==> src/rtl/stream_accumulator.sv <==
// Framed signed accumulator: sums one operand per cycle and presents one result
// per frame on a valid/ready output. Overflow either clamps or wraps.
module stream_accumulator #(
  parameter int WIDTH     = 8,
  parameter int ACC_WIDTH = 16,
  parameter int CNT_WIDTH = 8,
  parameter bit SATURATE  = 1'b1
) (
  input  logic                 clk,
  input  logic                 rst,
  input  logic                 in_valid,
  output logic                 in_ready,
  input  logic [WIDTH-1:0]     in_data,
  input  logic                 in_last,
  output logic                 out_valid,
  input  logic                 out_ready,
  output logic [ACC_WIDTH-1:0] out_sum,
  output logic                 out_overflow,
  output logic [CNT_WIDTH-1:0] out_count
);

  localparam int SW = ACC_WIDTH + 1;
  localparam logic [ACC_WIDTH-1:0] SMAX = {1'b0, {(ACC_WIDTH-1){1'b1}}};
  localparam logic [ACC_WIDTH-1:0] SMIN = {1'b1, {(ACC_WIDTH-1){1'b0}}};

  typedef enum logic {ACCUM, HOLD} state_t;

  typedef struct packed {
    logic [ACC_WIDTH-1:0] sum;
    logic                 ovf;
    logic [CNT_WIDTH-1:0] cnt;
  } frame_t;

  state_t  state_q, state_d;
  frame_t  acc_q, acc_d, res_q;
  logic [SW-1:0] sum_ext;
  logic          ovf_now;

  // One extra bit of headroom: top two bits disagree only on overflow.
  always_comb begin
    sum_ext = {acc_q.sum[ACC_WIDTH-1], acc_q.sum}
            + {{(SW-WIDTH){in_data[WIDTH-1]}}, in_data};
    ovf_now = sum_ext[SW-1] ^ sum_ext[SW-2];
    acc_d     = acc_q;
    acc_d.sum = sum_ext[ACC_WIDTH-1:0];
    if (ovf_now && SATURATE)
      acc_d.sum = sum_ext[SW-1] ? SMIN : SMAX;
    acc_d.ovf = acc_q.ovf | ovf_now;
    acc_d.cnt = (&acc_q.cnt) ? acc_q.cnt : acc_q.cnt + CNT_WIDTH'(1);
  end

  always_comb begin
    state_d   = state_q;
    in_ready  = 1'b0;
    out_valid = 1'b0;
    case (state_q)
      ACCUM: begin
        in_ready = 1'b1;
        if (in_valid && in_last) state_d = HOLD;
      end
      HOLD: begin
        out_valid = 1'b1;
        if (out_ready) state_d = ACCUM;
      end
      default: state_d = ACCUM;
    endcase
  end

  always_ff @(posedge clk) begin
    if (rst) state_q <= ACCUM;
    else     state_q <= state_d;
  end

  // Result registers keep the last frame after the handshake; only out_valid drops.
  always_ff @(posedge clk) begin
    if (rst) begin
      acc_q <= '0;
      res_q <= '0;
    end else if (in_valid && in_ready) begin
      acc_q <= acc_d;
      if (in_last) res_q <= acc_d;
    end else if (out_valid && out_ready) begin
      acc_q <= '0;
    end
  end

  assign out_sum      = res_q.sum;
  assign out_overflow = res_q.ovf;
  assign out_count    = res_q.cnt;

endmodule

==> config.mk <==
export PLATFORM = sky130hd
export DESIGN_NAME = stream_accumulator
export DESIGN_NICKNAME = d
export VERILOG_FILES = /design/src/rtl/stream_accumulator.sv
export SDC_FILE = /design/constraint.sdc
export NUM_CORES = 1
export LEC_CHECK = 0
export ABC_CLOCK_PERIOD_IN_PS = 3500
export CORE_MARGIN = 2
export CORE_UTILIZATION = 30
export DETAILED_ROUTE_END_ITERATION = 8
export PLACE_DENSITY = 0.47
export SLEW_MARGIN = 20
export SYNTH_ARGS = -nofsm -noshare
export SYNTH_HDL_FRONTEND = slang
export SYNTH_SLANG_ARGS = --single-unit
==> constraint.sdc <==
create_clock -name clk -period 3.5 [get_ports clk]
set_input_delay 0.525 -clock clk [delete_from_list [all_inputs] [get_ports clk]]
set_output_delay 0.525 -clock clk [all_outputs]
set_load 0.01 [all_outputs]
# Word-level counts from Yosys, hierarchy flattened
# Cells that the tools add are included.
[op_classes]
n_addsub = 2
n_mux = 10
n_reduce_logical = 6
bitwise = 3
[op_table]
columns = ["cell", "n"]
rows = [
  ["$mux W25", 2],
  ["$mux W16", 2],
  ["$add A16 B8 Y17", 1],
  ["$add A8 B1 Y8 const B", 1],
  ["$mux W8", 1],
  ["$reduce_and A8 Y1", 1],
  ["$mux W1", 4],
  ["$logic_and A1 B1 Y1", 3],
  ["$pmux W1 S2", 1],
  ["$reduce_and A2 Y1", 1],
  ["$reduce_bool A2 Y1", 1],
  ["$not A1 Y1", 1],
  ["$or A1 B1 Y1", 1],
  ["$xor A1 B1 Y1", 1],
]
[totals]
out_inout_bits = 27
reg_bits = 51

# Depth between registers and ports, before layout
# Gate-level depths: netlist of run 1.
[logic_depth]
word_depth = 4
mapped_depth = 11

# Least setup slack after synthesis of run 1
# Ideal clock, no wire load.
[synth_path]
path_type = "input to register"
startpoint = "in in_data[5]"
endpoint = "reg res_q (netlist bit out_sum[10])"
slack_ns = 0.754
setup_ns = 0.080
arrival_ns = 2.666
stages = 9
path_cell_list = "ha_1 -> o21a_1 -> o211a_1 -> a31o_1 -> a211o_4 -> xnor2_4 -> buf_6 -> maj3_2 -> a211oi_2"
[synth_via]
elab_chain_cells = 3
word_cells_on_any_way = 4
cone_classes = "add/sub (1); mux (2); bitwise (1)"
[synth_rtl]
columns = ["item", "line_no", "rtl"]
rows = [
  ["start: declaration", "13", "input logic [WIDTH-1:0] in_data,"],
  ["$add A16 B8 Y17 *", "42", "+ {{(SW-WIDTH){in_data[WIDTH-1]}}, in_data};"],
  ["$mux W16 or $xor A1 B1 Y1 (tied branches)", "47, 43", ""],
  ["$mux W16 *", "46", "if (ovf_now && SATURATE)"],
  ["end signal: assignment", "78", "res_q <= '0;"],
  ["end signal: assignment", "81", "if (in_last) res_q <= acc_d;"],
  ["end: declaration", "35", "frame_t acc_q, acc_d, res_q;"],
]
# Mark *: on every way between the ends. The rest lies on a longest branch, timed or not.
# A chain may end at the register's enable or synchronous reset.

# Worst setup path in the final report of run 1
[layout_path]
startpoint = "in in_data[7]"
endpoint = "reg acc_q[17] in the netlist's numbering"
[layout_via]
elab_chain_cells = 4
word_cells_on_any_way = 5
cone_classes = "add/sub (1); mux (3); bitwise (1)"
[layout_rtl]
columns = ["item", "line_no", "rtl"]
rows = [
  ["$add A16 B8 Y17 *", "42", ""],
  ["$mux W16 or $xor A1 B1 Y1 (tied branches)", "47, 43", ""],
  ["$mux W16 *", "46", ""],
  ["$mux W25 *", "79", "end else if (in_valid && in_ready) begin"],
  ["end signal: assignment", "77", "acc_q <= '0;"],
  ["end signal: assignment", "80", "acc_q <= acc_d;"],
  ["end signal: assignment", "83", "acc_q <= '0;"],
  ["end: declaration", "35", ""],
]
# Marked as above.

==> reports/results.ini, run 1 <==
[job]
cap_violations = 0

[synth]
synthArstFlopShare_pct = 0
synth-seq-cells = 51
synth_top_area_cell = dfxtp_1
post-synth-top-count-cell = dfxtp_1
synth_area_leaders = dfxtp_1, ha_1, a211oi_2
postSynthAreaPerCell_sq_um = 8.87
synthesis.nets = 362
synthTopCellsByCount = dfxtp_1, nor2_1, nand2_1, a21oi_1, ha_1
synthCells = 331
seq_area_frac_synth_pct = 34.8
syn-cell-area_sq_um = 2940
synthFlopType = dfxtp_1
yosysUniqueCellTypes = 55
yosys_warnings = 0
synth_edf_count = 0
yosysTopAreaCellShare_pct = 34.8

[route]
drtIter0Drc = 49
wl_mm = 7.25
vias_per_cell = 4.84
first_pass_iters = 4
wl_per_cell_um = 14.1
via_count = 2486
antenna_left = 0
drt_drc_violations_left = 0

[timing]
slew_headroom_pct = 53.5
hold_slack_ns = 0.456
post-route-min-period_ns = 3.22
setup_tns_ns = 0
fmaxAchievable_mhz = 310
setup_viol_count_final = 0
clock_skew_ns = 0.00831
worst_pin_slew_ns = 0.698
slew_violations = 0
final_hold_viol_count = 0
rsz0062_at_grt = false
fin_crit_sh_pct = 92.1

[die]
std_cell_rows = 36
die_h_um = 103
io_pins = 40
die_area_sq_um = 10600
initial_utilization_pct = 30.5
coreArea_sq_um = 9640
die_x_um = 103

[pwr]
cellPowerDensity_nw_per_um2 = 683
cellLeakagePower_nw = 1.36
irDropWorstVdd_v = 0.000227
power_mw = 2.52

[placed_design]
routabilityCongestion = 0.767
place_hpwl_mm = 5.24
port_buffers = 39

[cts]
cts_made_buffers = 5
htree_levels = 2
clk_pin_slew_ns = 0.09
hold_buffers = 0
cts_sinks = 51
worstSkewPairLatency_ns = 0.31
root_buffer = clkbuf_8
tritoncts = done
cts_buffer_depth = 2

[run_status]
outcome = complete, no violations

[critical_path]
startpoint = in_data[7]
end_kind = register
r2r_start = acc_q[14]
start_kind = primary input
cp_max_fo = 14
cp_data_arrival_time_ns = 3.40
worstPathRequired_ns = 3.68
path_class = in -> reg

[final_layout]
fin_util_pct = 38.3
drive_gt1_share_pct = 15.5
area_delta_synth_final_pct = 25.7
fillers = 1010
final_net_count = 411
diodes = 0

[global_route]
track_usage_pct = 14.4
grt_pass1_vias = 2478
grt_first_pass_wirelength_mm = 12.0
antenna_found_initial = 0
grt_overflow = 0
grt_max_degree = 25

[hold_path]
min_path_type = reg -> reg
min_from = acc_q[18]

[layer usage]
metal	GRT usage, %	vias to the layer above	wire (um)
met3	2.71	10	177
met5	0	-	0
met1	19.0	1149	3570
met4	3.74	0	93
li1	-	1298	-
met2	24.2	29	3400
[cell families after synthesis]
group,synth area share [%]
multiplexers,0.724
flip-flops,34.8
AND/OR/NAND/NOR,15.5
AO/OA/AOI/OAI,25.2
buffers and inverters,4.01
XOR/XNOR,6.65
adder cells (fa/ha/maj),13.2
[where the power goes]
part	switching (mW)	leakage, nW	internal (mW)	total, mW
combinational	0.704	0.881	0.630	1.33
clock	0.211	0.0618	0.236	0.447
sequential	0.0585	0.418	0.682	0.740
[sequential cells by signal, summed over array words and instances (netlist names)]
| register | count |
|---|---|
| acc_q | 25 |
| out_overflow | 1 |
| out_count | 8 |
| state_q | 1 |
| out_sum | 16 |
[cell usage in the layout (no fill, tap or decap), types with 11 or more instances in the layout]
master and n:
nand2_1 31, a21oi_1 26, inv_1 11, dfxtp_1 51, maj3_2 11, nor2_1 36, buf_4 17, clkdlybuf4s50_1 39
a211oi_2 11, ha_1 17, o21ai_0 13
[cell type report]
class | instances | area, sq um | share of cell area [%]
repair buffers | 57 | 538 | 14.6
clock inverters | 2 | 38.8 | 1.05
multi-input cells | 253 | 1800 | 48.7
flip-flops and latches | 51 | 1020 | 27.7
clock buffers | 6 | 82.6 | 2.24
well taps | 133 | 166 | 4.51
inverters | 12 | 45.0 | 1.22
[worst max-delay path: stages]
cell,delay [ns]
clkdlybuf4s50_1,0.59
ha_1,0.44
a21oi_1,0.19
o221ai_1,0.13
a31o_1,0.24
a211o_4,0.40
xnor2_4,0.47
maj3_2,0.34
o21ai_1,0.06
[worst paths after layout]
kind	end	depth (start not counted)	slack, ns
setup / recovery	acc_q[17]	9	0.28
setup reg to reg	acc_q[17]	8	0.75
hold reg to reg	acc_q[18]	2	0.46
hold / removal	acc_q[18]	2	0.46
[repair_timing]
item | 4_1_cts | 5_1_grt
endpoints found under the setup margin | 0 | 6
setup buffers | 0 | 2
gates resized for setup | 0 | 0
[through the flow]
stage               cell area (sq um)  setup slack, ns  cells
floorplan                        2940            0.754    331
global placement                 3550           -0.115    504
detailed placement               3550           -0.132    504
CTS                              3680            0.200    512
global route                     3690            0.125    514
finish                           3690            0.275    514
(Power assumes the default switching activity.)
==> run 2: changes to the inputs <==
--- a/config.mk
+++ b/config.mk
@@ -5,10 +5,10 @@
 export SDC_FILE = /design/constraint.sdc
 export NUM_CORES = 1
 export LEC_CHECK = 0
-export ABC_CLOCK_PERIOD_IN_PS = 3500
 export CORE_MARGIN = 2
 export CORE_UTILIZATION = 30
 export DETAILED_ROUTE_END_ITERATION = 8
+export HOLD_SLACK_MARGIN = 0.1
 export PLACE_DENSITY = 0.47
 export SLEW_MARGIN = 20
 export SYNTH_ARGS = -nofsm -noshare
==> results of run 2 <==
Final layout, timing and power as in run 1 (identical DEF).
